File: src/rtl/asap1_pkg.sv
// Shared definitions for the ASAP-1 datapath: opcodes, T-state numbers and
// the control word that the sequencer drives onto the datapath.
package asap1_pkg;

    localparam int OPCODE_BITS = 4;
    localparam int STEP_BITS   = 3;

    localparam logic [OPCODE_BITS-1:0] OP_NOP = 4'h0;
    localparam logic [OPCODE_BITS-1:0] OP_LDA = 4'h1;
    localparam logic [OPCODE_BITS-1:0] OP_ADD = 4'h2;
    localparam logic [OPCODE_BITS-1:0] OP_SUB = 4'h3;
    localparam logic [OPCODE_BITS-1:0] OP_STA = 4'h4;
    localparam logic [OPCODE_BITS-1:0] OP_LDI = 4'h5;
    localparam logic [OPCODE_BITS-1:0] OP_JMP = 4'h6;
    localparam logic [OPCODE_BITS-1:0] OP_JC  = 4'h7;
    localparam logic [OPCODE_BITS-1:0] OP_JZ  = 4'h8;
    localparam logic [OPCODE_BITS-1:0] OP_OUT = 4'hE;
    localparam logic [OPCODE_BITS-1:0] OP_HLT = 4'hF;

    localparam logic [STEP_BITS-1:0] T0 = 3'd0;
    localparam logic [STEP_BITS-1:0] T1 = 3'd1;
    localparam logic [STEP_BITS-1:0] T2 = 3'd2;
    localparam logic [STEP_BITS-1:0] T3 = 3'd3;
    localparam logic [STEP_BITS-1:0] T4 = 3'd4;

    // Field order is the bit order of the packed word, MSB first.
    typedef struct packed {
        logic co;
        logic ce;
        logic j;
        logic mi;
        logic ri;
        logic ro;
        logic ii;
        logic io;
        logic ai;
        logic ao;
        logic bi;
        logic eo;
        logic su;
        logic fi;
        logic oi;
        logic hlt;
    } ctrl_t;

endpackage

File: src/rtl/control_rom.sv
// Combinational microcode: maps (opcode, T-state, latched flags) to the
// control word and flags the final step of the current instruction.
module control_rom
    import asap1_pkg::*;
(
    input  logic [OPCODE_BITS-1:0] opcode_i,
    input  logic [STEP_BITS-1:0]   step_i,
    input  logic                   zf_i,
    input  logic                   cf_i,
    output ctrl_t                  ctrl_o,
    output logic                   last_step_o
);

    always_comb begin
        ctrl_o      = '0;
        last_step_o = 1'b0;
        case (step_i)
            T0: begin
                ctrl_o.co = 1'b1;
                ctrl_o.mi = 1'b1;
            end
            T1: begin
                ctrl_o.ro = 1'b1;
                ctrl_o.ii = 1'b1;
                ctrl_o.ce = 1'b1;
            end
            T2: begin
                last_step_o = 1'b1;
                case (opcode_i)
                    OP_LDA, OP_STA, OP_ADD, OP_SUB: begin
                        ctrl_o.io   = 1'b1;
                        ctrl_o.mi   = 1'b1;
                        last_step_o = 1'b0;
                    end
                    OP_LDI: begin
                        ctrl_o.io = 1'b1;
                        ctrl_o.ai = 1'b1;
                    end
                    OP_JMP: begin
                        ctrl_o.io = 1'b1;
                        ctrl_o.j  = 1'b1;
                    end
                    // Untaken branches still spend T2 with nothing asserted.
                    OP_JC: begin
                        ctrl_o.io = cf_i;
                        ctrl_o.j  = cf_i;
                    end
                    OP_JZ: begin
                        ctrl_o.io = zf_i;
                        ctrl_o.j  = zf_i;
                    end
                    OP_OUT: begin
                        ctrl_o.ao = 1'b1;
                        ctrl_o.oi = 1'b1;
                    end
                    OP_HLT: ctrl_o.hlt = 1'b1;
                    default: ;
                endcase
            end
            T3: begin
                case (opcode_i)
                    OP_LDA: begin
                        ctrl_o.ro   = 1'b1;
                        ctrl_o.ai   = 1'b1;
                        last_step_o = 1'b1;
                    end
                    OP_STA: begin
                        ctrl_o.ao   = 1'b1;
                        ctrl_o.ri   = 1'b1;
                        last_step_o = 1'b1;
                    end
                    OP_ADD, OP_SUB: begin
                        ctrl_o.ro = 1'b1;
                        ctrl_o.bi = 1'b1;
                    end
                    default: last_step_o = 1'b1;
                endcase
            end
            T4: begin
                last_step_o = 1'b1;
                if (opcode_i == OP_ADD || opcode_i == OP_SUB) begin
                    ctrl_o.eo = 1'b1;
                    ctrl_o.ai = 1'b1;
                    ctrl_o.fi = 1'b1;
                    ctrl_o.su = (opcode_i == OP_SUB);
                end
            end
            // Out-of-range steps fall back to fetch on the next edge.
            default: last_step_o = 1'b1;
        endcase
    end

endmodule

File: src/rtl/control_sequencer.sv
// ASAP-1 instruction sequencer: T-state counter, flags register and halt
// latch around the control ROM; outputs are a zero-latency decode.
module control_sequencer
    import asap1_pkg::*;
#(
    parameter int OPCODE_W = 4,
    parameter int STEP_W   = 3
) (
    input  logic                clk,
    input  logic                rst,
    input  logic [OPCODE_W-1:0] opcode,
    input  logic                zf,
    input  logic                cf,
    output logic                co,
    output logic                ce,
    output logic                j,
    output logic                mi,
    output logic                ri,
    output logic                ro,
    output logic                ii,
    output logic                io,
    output logic                ai,
    output logic                ao,
    output logic                bi,
    output logic                eo,
    output logic                su,
    output logic                fi,
    output logic                oi,
    output logic                hlt,
    output logic [STEP_W-1:0]   step
);

    logic [STEP_W-1:0] step_q, step_d;
    logic              halted_q, halted_d;
    logic              zf_q, zf_d;
    logic              cf_q, cf_d;
    ctrl_t             rom_ctrl, ctrl;
    logic              last_step;

    control_rom u_rom (
        .opcode_i    (opcode),
        .step_i      (step_q),
        .zf_i        (zf_q),
        .cf_i        (cf_q),
        .ctrl_o      (rom_ctrl),
        .last_step_o (last_step)
    );

    always_comb begin
        ctrl = rom_ctrl;
        if (rst) begin
            ctrl = '0;
        end else if (halted_q) begin
            ctrl     = '0;
            ctrl.hlt = 1'b1;
        end
    end

    // Step freezes at T2 both on the HLT edge and for as long as halted.
    always_comb begin
        step_d   = last_step ? '0 : step_q + STEP_W'(1);
        halted_d = halted_q | ctrl.hlt;
        zf_d     = zf_q;
        cf_d     = cf_q;
        if (halted_q || ctrl.hlt) begin
            step_d = step_q;
        end
        if (ctrl.fi) begin
            zf_d = zf;
            cf_d = cf;
        end
    end

    always_ff @(posedge clk) begin
        if (rst) begin
            step_q   <= '0;
            halted_q <= 1'b0;
            zf_q     <= 1'b0;
            cf_q     <= 1'b0;
        end else begin
            step_q   <= step_d;
            halted_q <= halted_d;
            zf_q     <= zf_d;
            cf_q     <= cf_d;
        end
    end

    assign co   = ctrl.co;
    assign ce   = ctrl.ce;
    assign j    = ctrl.j;
    assign mi   = ctrl.mi;
    assign ri   = ctrl.ri;
    assign ro   = ctrl.ro;
    assign ii   = ctrl.ii;
    assign io   = ctrl.io;
    assign ai   = ctrl.ai;
    assign ao   = ctrl.ao;
    assign bi   = ctrl.bi;
    assign eo   = ctrl.eo;
    assign su   = ctrl.su;
    assign fi   = ctrl.fi;
    assign oi   = ctrl.oi;
    assign hlt  = ctrl.hlt;
    assign step = step_q;

endmodule

File: config.mk
export PLATFORM = sky130hd
export DESIGN_NAME = control_sequencer
export DESIGN_NICKNAME = d
export VERILOG_FILES = /design/src/rtl/asap1_pkg.sv /design/src/rtl/control_rom.sv /design/src/rtl/control_sequencer.sv
export SDC_FILE = /design/constraint.sdc
export NUM_CORES = 1
export LEC_CHECK = 0
export ABC_CLOCK_PERIOD_IN_PS = 1900
export CAP_MARGIN = 20
export CORE_MARGIN = 5
export CORE_UTILIZATION = 45
export CTS_BUF_LIST = sky130_fd_sc_hd__clkbuf_4 sky130_fd_sc_hd__clkbuf_8
export DETAILED_ROUTE_END_ITERATION = 8
export GPL_ROUTABILITY_DRIVEN = 0
export HOLD_SLACK_MARGIN = 0.05
export PLACE_DENSITY = 0.86
export SLEW_MARGIN = 10
export SYNTH_ARGS = -nofsm -noshare
export SYNTH_HDL_FRONTEND = slang
export SYNTH_HIERARCHICAL = 1
export SYNTH_SLANG_ARGS = --single-unit
export TNS_END_PERCENT = 1
File: constraint.sdc
create_clock -name clk -period 1.9 [get_ports clk]
set_input_delay 0.38 -clock clk [delete_from_list [all_inputs] [get_ports clk]]
set_output_delay 0.38 -clock clk [all_outputs]
set_load 0.01 [all_outputs]
==> results.tsv <==
stage	metric	value	unit
power_and_ir_drop	sequentialPowerShare	19.8	%
cts	clkLatencyLatePin	250	ps
final_layout	layout_commonest_cell	buf_4	
worst_setup_path	end_kind	output pin	
route	drcViolationCount	0	
power_and_ir_drop	p_int	0.0006363	W
cts	cts_buffers	3	
worst_setup_path	r2r-start	step[0]	
route	wire_per_inst	14.61	µm
worst_setup_path	cp_data_arrival_time	1550	ps
sta	tightest_slew	307.2	ps
worst_setup_path	critical_path_class	register to output pin	
global_routing	grt_first_pass_wirelength	3.960	mm
global_routing	overflow	0	
global_routing	grt_pass1_vias	930	
placed_design	dp_hpwl	1.640	mm
final_layout	nNetsFinal	154	
cts	cts_tree	yes	
floorplan	die_w	49.74	µm
sta	hold_violations	0	
power_and_ir_drop	p_comb_share	69.4	%
yosys	synth_warnings	6	
yosys	yosysSeqAreaShare	16.90	%
worst_setup_path	cp-start-kind	register	
floorplan	start_util	47.18	%
cts	root_buffer	clkbuf_4	
power_and_ir_drop	switching_share	41.30	%
yosys	netlist_area	710.7	µm²
flow_run	cap_violations	0	
route	drtIter0Drc	20	
cts	clock_sinks	6	
sta	finClkSkew	3.863	ps
floorplan	dieArea	2474	µm²
cts	clk_pin_slew	40	ps
yosys	synth_nets	105	
sta	max_freq	0.5189	GHz
final_layout	multiInputGateArea	586.8	µm²
sta	slew_viol_final	0	
worst_hold_path	holdCritStartpoint	zf_q	
final_layout	fill_cells	118	
final_layout	seq_area	128.9	µm²
yosys	synth_cell_types	37	
floorplan	pin_count	27	
global_routing	grt_antenna_before_repair	0	
sta	fin_crit_sh	101.4	%
status	status	complete, but fails checks	
cts	cts_buffer_depth	2	
yosys	ys_seq_elements	6	
final_layout	layout_common_cells	25 x buf_4, 16 x and2_1, 8 x nor2_1	
cts	h-tree-depth	1	
floorplan	rows	14	
power_and_ir_drop	cellLeakagePower	0.5365	nW
sta	setup_ws	-27.33	ps
route	dr.pass1.iters	4	
route	vias	900	
worst_setup_path	cp_max_fo	5	
global_routing	grt_max_degree	11	
sta	slew_headroom	79.36	%
sta	timing.final.crit_period	1927	ps
final_layout	syn2layout_area_growth	68.66	%
worst_hold_path	hold_class	register to register	
worst_setup_path	worstSetupStartpoint	step[0]	
worst_setup_path	worstPathRequired	1520	ps
floorplan	coreArea	1506	µm²
sta	rsz0062_at_grt	yes	
power_and_ir_drop	fin_total_pwr	0.001084	W
power_and_ir_drop	power_density	904.2	nW/µm²
final_layout	layout-drive-gt1-share	45.45	%
floorplan	die_y	49.74	µm
sta	tns	-41.27	ps
global_routing	grtUsageTotal	20.07	%
sta	finalSetupViolations	2	
status	violations	setup timing	
power_and_ir_drop	peakVddDrop	0.8524	mV
cts	cts_hold_buf	0	
route	postRouteAntennaNets	0	
route	totalWireLength	2.323	mm
yosys	syn_inst	96	
power_and_ir_drop	clockPowerShare	10.8	%
final_layout	antenna_cells	0	
placed_design	port_buffers	26	
power_and_ir_drop	p_sw	0.0004476	W
yosys	syn_area_per_cell	7.403	µm²
route	routed_via_density	5.660	
[logic make-up (layout without fill, tap and decap cells)]
kind of cell	after synthesis	count (layout)	share of synthesized area [%]
AND/OR/NAND/NOR	58	58	52.11
flip-flops	6	6	16.90
adder cells (fa/ha/maj)	1	1	1.760
buffers and inverters	11	58	9.858
multiplexers	2	2	2.817
AO/OA/AOI/OAI	17	17	15.32
XOR/XNOR	1	1	1.233
[stage by stage]
step	hold WS, ps	cell area (µm²)	util [%]	setup WS [ps]	instances
after floorplan	475.6	716.9	-	99.37	96
final	527.0	1199	79.57	-27.33	159
after CTS	535.7	1196	79.40	-186.9	159
after detailed placement	526.5	1122	74.50	-896.1	154
after global placement	500.8	1122	74.50	-871.6	154
after global routing	570.7	1199	79.57	-188.6	159
[power by group through the flow]
stage / registers (W) / clock network (W) / logic (W)
final: 0.000214 / 0.000117 / 0.000752
after floorplan: 0.000211 / 0 / 0.000335
after global routing: 0.000221 / 0.000135 / 0.000821
after detailed placement: 0.000188 / 0 / 0.000697
after CTS: 0.000202 / 0.000124 / 0.000708
after global placement: 0.000186 / 0 / 0.000679
[sequential cells by signal, indices dropped and copies added (netlist names)]
name / flops
step: 3
cf_q: 1
halted_q: 1
zf_q: 1
[final timing paths]
| check | to | slack, ps | cells after the start |
|---|---|---|---|
| setup / recovery | ao | -30 | 5 |
| hold / removal | zf_q | 530 | 2 |
| setup reg to reg | step[2] | 350 | 7 |
| hold reg to reg | zf_q | 530 | 2 |
[cell usage after synthesis]
master	n	area (µm²)
dfxtp_1	6	120.1
nor4_1	2	12.51
nor3_1	6	30.03
mux2i_1	2	20.02
nor3_2	1	10.01
or2_2	1	6.260
o21a_1	2	15.01
and3b_2	1	10.01
nor4_2	1	12.51
o21ai_0	4	20.02
buf_6	2	22.52
nor2b_2	1	8.760
nor2_4	1	11.26
nand3_1	1	5.000
a21oi_1	5	25.02
a21o_1	1	7.510
xor2_1	1	8.760
a41o_1	1	10.01
o31a_1	1	8.760
nor2_1	10	37.54
ha_1	1	12.51
nor4b_2	1	15.01
nor3b_1	1	7.510
a211oi_1	1	7.510
or3b_1	1	8.760
nand2b_1	5	31.28
o31ai_1	2	15.01
buf_4	2	15.01
buf_2	5	25.02
or2b_1	1	7.510
and2_1	16	100.1
and4_1	1	8.760
and4bb_2	1	12.51
nor4b_1	1	8.760
nand2_1	3	11.26
inv_1	2	7.510
nand3b_1	2	15.01
[timing repair]
| action | CTS | global route |
|---|---|---|
| gates cloned | 0 | 0 |
| pin swaps | 4 | 4 |
| gates resized for setup | 63 | 19 |
| setup buffers | 2 | 0 |
| setup endpoints to repair | 20 | 13 |
[layout make-up]
cell class | count | area share, %
Multi-Input combinational cell | 79 | 48.96
Tap cell | 16 | 1.670
Clock buffer | 3 | 1.879
Timing Repair Buffer | 53 | 36.12
Inverter | 2 | 0.6263
Sequential cell | 6 | 10.75
[critical path: stages (launching register included)]
cell and delay (ps):
dfxtp_4 360, or3b_1 350, o21a_1 120, nor4b_2 190
and2_1 150, buf_2 130
[per-layer routing]
metal | wire length, µm | share of wire [%] | vias up | track usage [%]
met1 | 856 | 37 | 404 | 20.40
met4 | 117 | 5.0 | 0 | 14.85
met3 | 233 | 10 | 14 | 5.422
met2 | 1116 | 48 | 55 | 34.32
met5 | 0 | 0 | - | 0
li1 | - | - | 427 | -
Power figures use the tool's default switching activity.
